==> src/rtl/ucsbece154b_gshare_bp.sv <==
// gshare direction predictor with a direct-mapped BTB and checkpointed GHR recovery.
// Optional statistics counters are enabled with the UCSBECE154B_BP_STATS_EN macro.
module ucsbece154b_gshare_bp #(
  parameter int BTB_IDX_BITS = 5,
  parameter int GHR_BITS     = 5
) (
  input  logic                clk,
  input  logic                reset,
  input  logic [31:0]         pcF_i,
  input  logic                stallF_i,
  output logic                predict_taken_o,
  output logic [31:0]         predict_target_o,
  output logic [GHR_BITS-1:0] predict_ghr_o,
  input  logic                update_valid_i,
  input  logic                update_is_branch_i,
  input  logic                update_is_jump_i,
  input  logic [31:0]         update_pc_i,
  input  logic [31:0]         update_target_i,
  input  logic                update_taken_i,
  input  logic [GHR_BITS-1:0] update_ghr_i,
  input  logic                mispredict_i
`ifdef UCSBECE154B_BP_STATS_EN
  ,
  output logic [31:0]         stat_total_o,
  output logic [31:0]         stat_correct_o,
  output logic [31:0]         stat_mispredict_o
`endif
);

  localparam int BTB_ENTRIES = 1 << BTB_IDX_BITS;
  localparam int PHT_ENTRIES = 1 << GHR_BITS;
  localparam int TAG_BITS    = 30 - BTB_IDX_BITS;

  logic                    btb_valid_q  [BTB_ENTRIES];
  logic [TAG_BITS-1:0]     btb_tag_q    [BTB_ENTRIES];
  logic [31:0]             btb_target_q [BTB_ENTRIES];
  logic                    btb_jump_q   [BTB_ENTRIES];
  logic [1:0]              pht_q        [PHT_ENTRIES];
  logic [GHR_BITS-1:0]     ghr_q, ghr_d;

  // Fetch-side lookup
  logic [BTB_IDX_BITS-1:0] f_btb_idx;
  logic [TAG_BITS-1:0]     f_tag;
  logic [GHR_BITS-1:0]     f_pht_idx;
  logic                    f_hit, f_dir;

  assign f_btb_idx = pcF_i[BTB_IDX_BITS+1:2];
  assign f_tag     = pcF_i[31:BTB_IDX_BITS+2];
  assign f_pht_idx = pcF_i[GHR_BITS+1:2] ^ ghr_q;
  assign f_hit     = btb_valid_q[f_btb_idx] && (btb_tag_q[f_btb_idx] == f_tag);
  assign f_dir     = pht_q[f_pht_idx][1];

  assign predict_taken_o  = f_hit && (btb_jump_q[f_btb_idx] || f_dir);
  assign predict_target_o = predict_taken_o ? btb_target_q[f_btb_idx] : pcF_i + 32'd4;
  assign predict_ghr_o    = ghr_q;

  // Execute-side update
  logic [BTB_IDX_BITS-1:0] u_btb_idx;
  logic [TAG_BITS-1:0]     u_tag;
  logic [GHR_BITS-1:0]     u_pht_idx;
  logic [1:0]              u_ctr, u_ctr_d;
  logic                    pht_we, btb_we, recover;
  logic                    unused_pc_bits;

  assign u_btb_idx      = update_pc_i[BTB_IDX_BITS+1:2];
  assign u_tag          = update_pc_i[31:BTB_IDX_BITS+2];
  assign u_pht_idx      = update_pc_i[GHR_BITS+1:2] ^ update_ghr_i;
  assign u_ctr          = pht_q[u_pht_idx];
  assign pht_we         = update_valid_i && update_is_branch_i;
  assign btb_we         = update_valid_i && update_taken_i;
  assign recover        = update_valid_i && mispredict_i;
  assign unused_pc_bits = ^update_pc_i[1:0];

  // Saturating 2-bit counter step
  always_comb begin
    u_ctr_d = u_ctr;
    if (update_taken_i) begin
      if (u_ctr != 2'b11) u_ctr_d = u_ctr + 2'd1;
    end else begin
      if (u_ctr != 2'b00) u_ctr_d = u_ctr - 2'd1;
    end
  end

  // Truncating the concatenation drops the oldest bit and also works when GHR_BITS is 1.
  always_comb begin
    // NOTE: default assignment first so every path drives ghr_d and no latch is inferred.
    ghr_d = ghr_q;
    if (recover) begin
      if (update_is_jump_i) ghr_d = update_ghr_i;
      else                  ghr_d = GHR_BITS'({update_ghr_i, update_taken_i});
    end else if (!stallF_i && f_hit && !btb_jump_q[f_btb_idx]) begin
      ghr_d = GHR_BITS'({ghr_q, f_dir});
    end
  end

  always_ff @(posedge clk) begin
    // NOTE: non-blocking assignments for all registered state so every flop samples pre-edge values.
    if (reset) begin
      for (int i = 0; i < BTB_ENTRIES; i++) btb_valid_q[i] <= 1'b0;
      for (int i = 0; i < PHT_ENTRIES; i++) pht_q[i] <= 2'b01;
      ghr_q <= '0;
    end else begin
      ghr_q <= ghr_d;
      if (pht_we) pht_q[u_pht_idx] <= u_ctr_d;
      if (btb_we) btb_valid_q[u_btb_idx] <= 1'b1;
    end
  end

  // NOTE: BTB payload is not reset; the cleared valid bit masks whatever it holds.
  always_ff @(posedge clk) begin
    if (btb_we) begin
      btb_tag_q[u_btb_idx]    <= u_tag;
      btb_target_q[u_btb_idx] <= update_target_i;
      btb_jump_q[u_btb_idx]   <= update_is_jump_i;
    end
  end

`ifdef UCSBECE154B_BP_STATS_EN
  logic [31:0] stat_total_q, stat_correct_q, stat_mispredict_q;

  always_ff @(posedge clk) begin
    if (reset) begin
      stat_total_q      <= '0;
      stat_correct_q    <= '0;
      stat_mispredict_q <= '0;
    end else if (update_valid_i) begin
      stat_total_q <= stat_total_q + 32'd1;
      if (mispredict_i) stat_mispredict_q <= stat_mispredict_q + 32'd1;
      else              stat_correct_q    <= stat_correct_q + 32'd1;
    end
  end

  assign stat_total_o      = stat_total_q;
  assign stat_correct_o    = stat_correct_q;
  assign stat_mispredict_o = stat_mispredict_q;
`endif

endmodule

==> config.mk <==
export PLATFORM = sky130hd
export DESIGN_NAME = ucsbece154b_gshare_bp
export DESIGN_NICKNAME = d
export VERILOG_FILES = /design/src/rtl/ucsbece154b_gshare_bp.sv
export SDC_FILE = /design/constraint.sdc
export NUM_CORES = 2
export LEC_CHECK = 0
export CAP_MARGIN = 5
export CORE_ASPECT_RATIO = 0.6
export CORE_UTILIZATION = 35
export DETAILED_ROUTE_END_ITERATION = 10
export MAX_ROUTING_LAYER = met4
export PLACE_DENSITY = 0.55
export SYNTH_ARGS = -nofsm -noshare
export SYNTH_HDL_FRONTEND = slang
export SYNTH_SLANG_ARGS = --single-unit
==> constraint.sdc <==
create_clock -name clk -period 7.3 [get_ports clk]
set_input_delay 1.46 -clock clk [delete_from_list [all_inputs] [get_ports clk]]
set_output_delay 1.46 -clock clk [all_outputs]
set_load 0.02 [all_outputs]
# After elaboration in Yosys (flattened, before gate mapping)
# Memories as Yosys holds them, arrays and structs flattened.
# Cells that the tools add are included.
totals:
  n_memories: 5
  out_inout_bits: 38
  inputBits: 109
  ff_bits: 5
  mem_bits_rw: 1952
classes:
  n_eq_ne: 2
  bitwise: 2
  add_sub_neg: 3
  n_mux: 22
  n_reduce_logical: 14
memory_table:
  columns: ["name", "depth", "word_bits", "read_ports", "rd_ports_with_merged_regs", "wr", "line_no", "text"]
  rows:
  - ["btb_target_q", 32, 32, 1, 0, 1, "36", "logic [31:0] btb_target_q [BTB_ENTRIES];"]
  - ["btb_tag_q", 32, 25, 1, 0, 1, "35", "logic [TAG_BITS-1:0] btb_tag_q [BTB_ENTRIES];"]
  - ["pht_q", 32, 2, 2, 0, 32, "38", "logic [1:0] pht_q [PHT_ENTRIES];"]
  - ["btb_jump_q", 32, 1, 1, 0, 1, "37", "logic btb_jump_q [BTB_ENTRIES];"]
  - ["btb_valid_q", 32, 1, 1, 0, 32, "34", "logic btb_valid_q [BTB_ENTRIES];"]
ops:
  columns: ["cell", "count"]
  rows:
  - ["$add 32x3->32 const B", 1]
  - ["$mux 32", 1]
  - ["$eq 25x25->1", 1]
  - ["$mux 5", 5]
  - ["$mux 1", 12]
  - ["$xor 5x5->5", 2]
  - ["$mux 2", 4]
  - ["$logic_and 1x1->1", 7]
  - ["$reduce_bool 2->1", 2]
  - ["$add 2x1->2 const B", 1]
  - ["$logic_not 1->1", 2]
  - ["$ne 2x2->1 const B", 1]
  - ["$reduce_or 2->1", 1]
  - ["$sub 2x1->2 const B", 1]
  - ["$logic_or 1x1->1", 1]
  - ["$reduce_or 1->1", 1]

# Longest topological paths before layout
# An unclocked memory read counts as a cell.
logic_depth:
  word_depth: 7
  mapped_depth: 18
  mapped_depth_nobuf: 11

# Least setup slack after synthesis
# OpenSTA, ideal clock, no wires.
synth_path:
  path_type: "input to output"
  from: "in pcF_i[2]"
  to: "out predict_target_o[22]"
  stages: 12
  t_arrival_ns: 4.627
  setup_slack_ns: 1.213
  cell_sequence: "buf_6 > buf_12 > xor2_1 > mux4_1 > mux4_2 > mux2i_1 > nand2_1 > nand4_1 > buf_2 > buf_6 > a211oi_2 > a21oi_1"
synth_between:
  elab_chain_len: 5
synth_rtl:
  columns: ["element", "line_no", "text"]
  rows:
  - ["start, declared", "9", "input logic [31:0] pcF_i,"]
  - ["$mem_v2 32x25 / $xor 5x5->5 (equally long branches)", null, null]
  - ["$eq 25x25->1 / $mem_v2 32x2 (equally long branches)", null, null]
  - ["$logic_and 1x1->1 / $logic_or 1x1->1 (equally long branches)", "50, 53", null]
  - ["$logic_and 1x1->1", "53", "assign predict_taken_o = f_hit && (btb_jump_q[f_btb_idx] || f_dir);"]
  - ["$mux 32 *", "54", "assign predict_target_o = predict_taken_o ? btb_target_q[f_btb_idx] : pcF_i + 32'd4;"]
  - ["end, declared", "12", "output logic [31:0] predict_target_o,"]
# Mark *: on every way between the ends. The rest lies on a longest branch, timed or not.

# Final worst setup path
layout_path:
  from: "in pcF_i[2]"
  to: "out predict_target_o[5]"
# The elaborated chain is that of the path after synthesis.

==> results.sh <==
export IMPL_status="complete, no violations"
export IMPL_utilization=0.412
export IMPL_path_max_fanout=23
export IMPL_hold_path_depth=2
export IMPL_max_freq_mhz=140
export IMPL_dieWidth_microns=607
export IMPL_drc=0
export IMPL_r2r_start="btb_tag_q[1][9]"
export IMPL_place_ws_ns=-0.347
export IMPL_ys_seq_area_frac=0.760
export IMPL_postRouteAntennaNets=0
export IMPL_synth_largest_area_cell="edfxtp_1"
export IMPL_holdBufCountCts=0
export IMPL_vias=38800
export IMPL_coreArea_sq_um=217000
export IMPL_cts_tree="yes"
export IMPL_worstMarginPinSlew_ns=1.24
export IMPL_grt_pass1_vias=38000
export IMPL_crit_type="primary input to primary output"
export IMPL_avgRoutedWirePerCell_microns=32.0
export IMPL_io_buffers=144
export IMPL_viasPerCell=5.55
export IMPL_grt_use_total=0.206
export IMPL_clock_sinks=1957
export IMPL_grt_pass1_wl_microns=309000
export IMPL_ios=147
export IMPL_finalHoldViolCount=0
export IMPL_syn_area_sq_um=76800
export IMPL_synthArstFlopShare=0
export IMPL_clockBufferDepth=4
export IMPL_worstPathCellList="buf_8 -> buf_12 -> buf_4 -> mux4_2 -> nor2_1 -> nand4b_1 -> nand2_1 -> or4_4 -> a211oi_1 -> nand4_1 -> buf_12 -> buf_12 -> a21oi_2 -> buf_4 -> clkdlybuf4s50_1"
export IMPL_fp_dieH_microns=365
export IMPL_htreeDepth=4
export IMPL_rr_endpoint="predict_ghr_o[0]"
export IMPL_setup_viol=0
export IMPL_maxSlewHeadroom=0.172
export IMPL_layout_nets=4055
export IMPL_antenna_found_initial=22
export IMPL_synthCells=3580
export IMPL_synth_area_top_cells="edfxtp_1, mux4_2, mux2i_1"
export IMPL_synth_most_common_cell="edfxtp_1"
export IMPL_cp_arrival_ns=5.67
export IMPL_drv_slew=0
export IMPL_synth_seq_cells=1957
export IMPL_ys_flop_type="edfxtp_1"
export IMPL_clkTransAtPathRegs_ns=0.06
export IMPL_synth_nets=3690
export IMPL_crit_family="buffers and inverters"
export IMPL_power_leakage_nw=28.1
export IMPL_synthToLayoutAreaGrowth_pct=16.3
export IMPL_ir_worst_vdd_mv=0.194
export IMPL_worst_path_largest_cell_delay_ns=0.58
export IMPL_initial_utilization=0.354
export IMPL_syn_avg_cell_area_sq_um=21.5
export IMPL_crit_start="pcF_i[2]"
export IMPL_cap_violations=0
export IMPL_clock_skew_ns=0.0453
export IMPL_grt_max_degree=131
export IMPL_timing_reg2reg_setup_slack_ns=3.79
export IMPL_critPathLaunchType="primary input"
export IMPL_rows=132
export IMPL_drt_first_pass_iters=5
export IMPL_cp_num_buf_inv=7
export IMPL_cts_setup_buffers=0
export IMPL_overflow=0
export IMPL_drive_gt1_frac=0.258
export IMPL_synth_common_cells="edfxtp_1, mux4_2, nor2_1"
export IMPL_crit_cells=15
export IMPL_rsz0062_at_grt="true"
export IMPL_cp_required_ns=5.84
export IMPL_cpMostUsedCell="buf_12"
export IMPL_routed_wl_microns=223000
export IMPL_worst_r2r_cell_count=12
export IMPL_critPathCapture="predict_target_o[5]"
export IMPL_fin_ws_ns=0.169
export IMPL_numCtsBuffers=186
export IMPL_hp_class="register to register"
export IMPL_dieArea_sq_um=221000
export IMPL_cts_root_buf="clkbuf_16"
export IMPL_end_kind="primary output"
export IMPL_place_gp_congestion=0.794
export IMPL_critical_path_slowest_cell="clkdlybuf4s50_1"
export IMPL_yosysWarnings=0
export IMPL_hpwl_microns=124000
export IMPL_yosys_area_top_type_share=0.750
export IMPL_synth_edf_count=1920
export IMPL_power_density_nw_per_um2=261
export IMPL_finalCritPeriodShare=0.977
export IMPL_fin_crit_ns=7.13
export IMPL_clock_latency_ns=0.83
export IMPL_drt_initial_drc_count=5042
export IMPL_synth_cell_types=72
[cell families (layout without fill, tap and decap cells)]
kind of cell	after synthesis	after routing	share of synthesized area
AO/OA/AOI/OAI	230	230	0.0218
XOR/XNOR	58	58	0.00671
adder cells (fa/ha/maj)	3	3	0.000423
buffers and inverters	206	720	0.0136
flip-flops	1957	1957	0.760
multiplexers	666	666	0.169
other	0	10	0
AND/OR/NAND/NOR	460	460	0.0282
[power breakdown]
part | switching [W] | internal [W]
sequential | 0.0000207 | 0.0124
combinational | 0.000837 | 0.000560
clock | 0.00421 | 0.00532
total | 0.00507 | 0.0183
[metrics by stage]
stage,power (W),TNS [ns],instance area (sq um),hold slack (ns),instances
floorplan,0.0134,0,76800,0.432,3580
finish,0.0234,0,89400,0.471,6985
detailed placement,0.0141,-1.66,83400,0.455,6638
CTS,0.0235,0,89300,0.470,6975
global placement,0.0141,-0.663,83400,0.442,6638
global route,0.0240,-0.0584,89400,0.497,6984
[worst min-delay path: stages, from the launching register on]
cell and delay (ns):
dfxtp_1 0.32, nor2_1 0.05, nor2_1 0.07
[cell usage in the layout, fill, tap and decap left out, types with 44 or more instances in the layout]
master,netlist,routed
nand3_1,47,47
a21oi_1,53,51
clkbuf_16,0,191
nor2_1,167,134
mux2i_1,156,156
buf_4,16,188
nand2_1,110,110
edfxtp_1,1920,1920
clkdlybuf4s50_1,0,122
clkbuf_1,84,44
mux4_2,487,487
[timing repair]
action	4_1_cts	5_1_grt
pin swaps	0	1
setup endpoints to repair	20	30
gates resized for setup	11	27
[flip-flops by register name (all words and copies together), names as in the netlist]
name / cells
btb_tag_q: 800
btb_target_q: 1024
predict_ghr_o: 5
btb_valid_q: 32
btb_jump_q: 32
pht_q: 64
[layer usage]
metal  global-route usage  up-vias  wire length (microns)
met5                    -        -                      0
met2                0.301     1598                 101000
met1                0.309    21200                 102000
met3               0.0341      243                  16600
li1                     -    15800                      -
met4               0.0334        0                   3460
[how the worst min path moves through the flow]
stage | to | slack [ns] | start
3_3_place_gp | btb_valid_q[1] | 0.44 | btb_valid_q[1]
3_5_place_dp | btb_valid_q[0] | 0.45 | btb_valid_q[0]
6_report | btb_valid_q[0] | 0.47 | btb_valid_q[0]
2_1_floorplan | btb_valid_q[0] | 0.43 | btb_valid_q[0]
4_1_cts | btb_valid_q[0] | 0.47 | btb_valid_q[0]
5_1_grt | btb_valid_q[17] | 0.50 | btb_valid_q[17]
[final cells by class]
type,instances,area [sq um]
fillers,19100,128000
diodes,10,25.0
clock buffers,238,4990
well taps,2881,3600
repair buffers,372,3730
inverters,11,47.5
clock inverters,99,835
multi-input cells,1417,17800
flip-flops and latches,1957,58400
(Power assumes the default switching activity.)
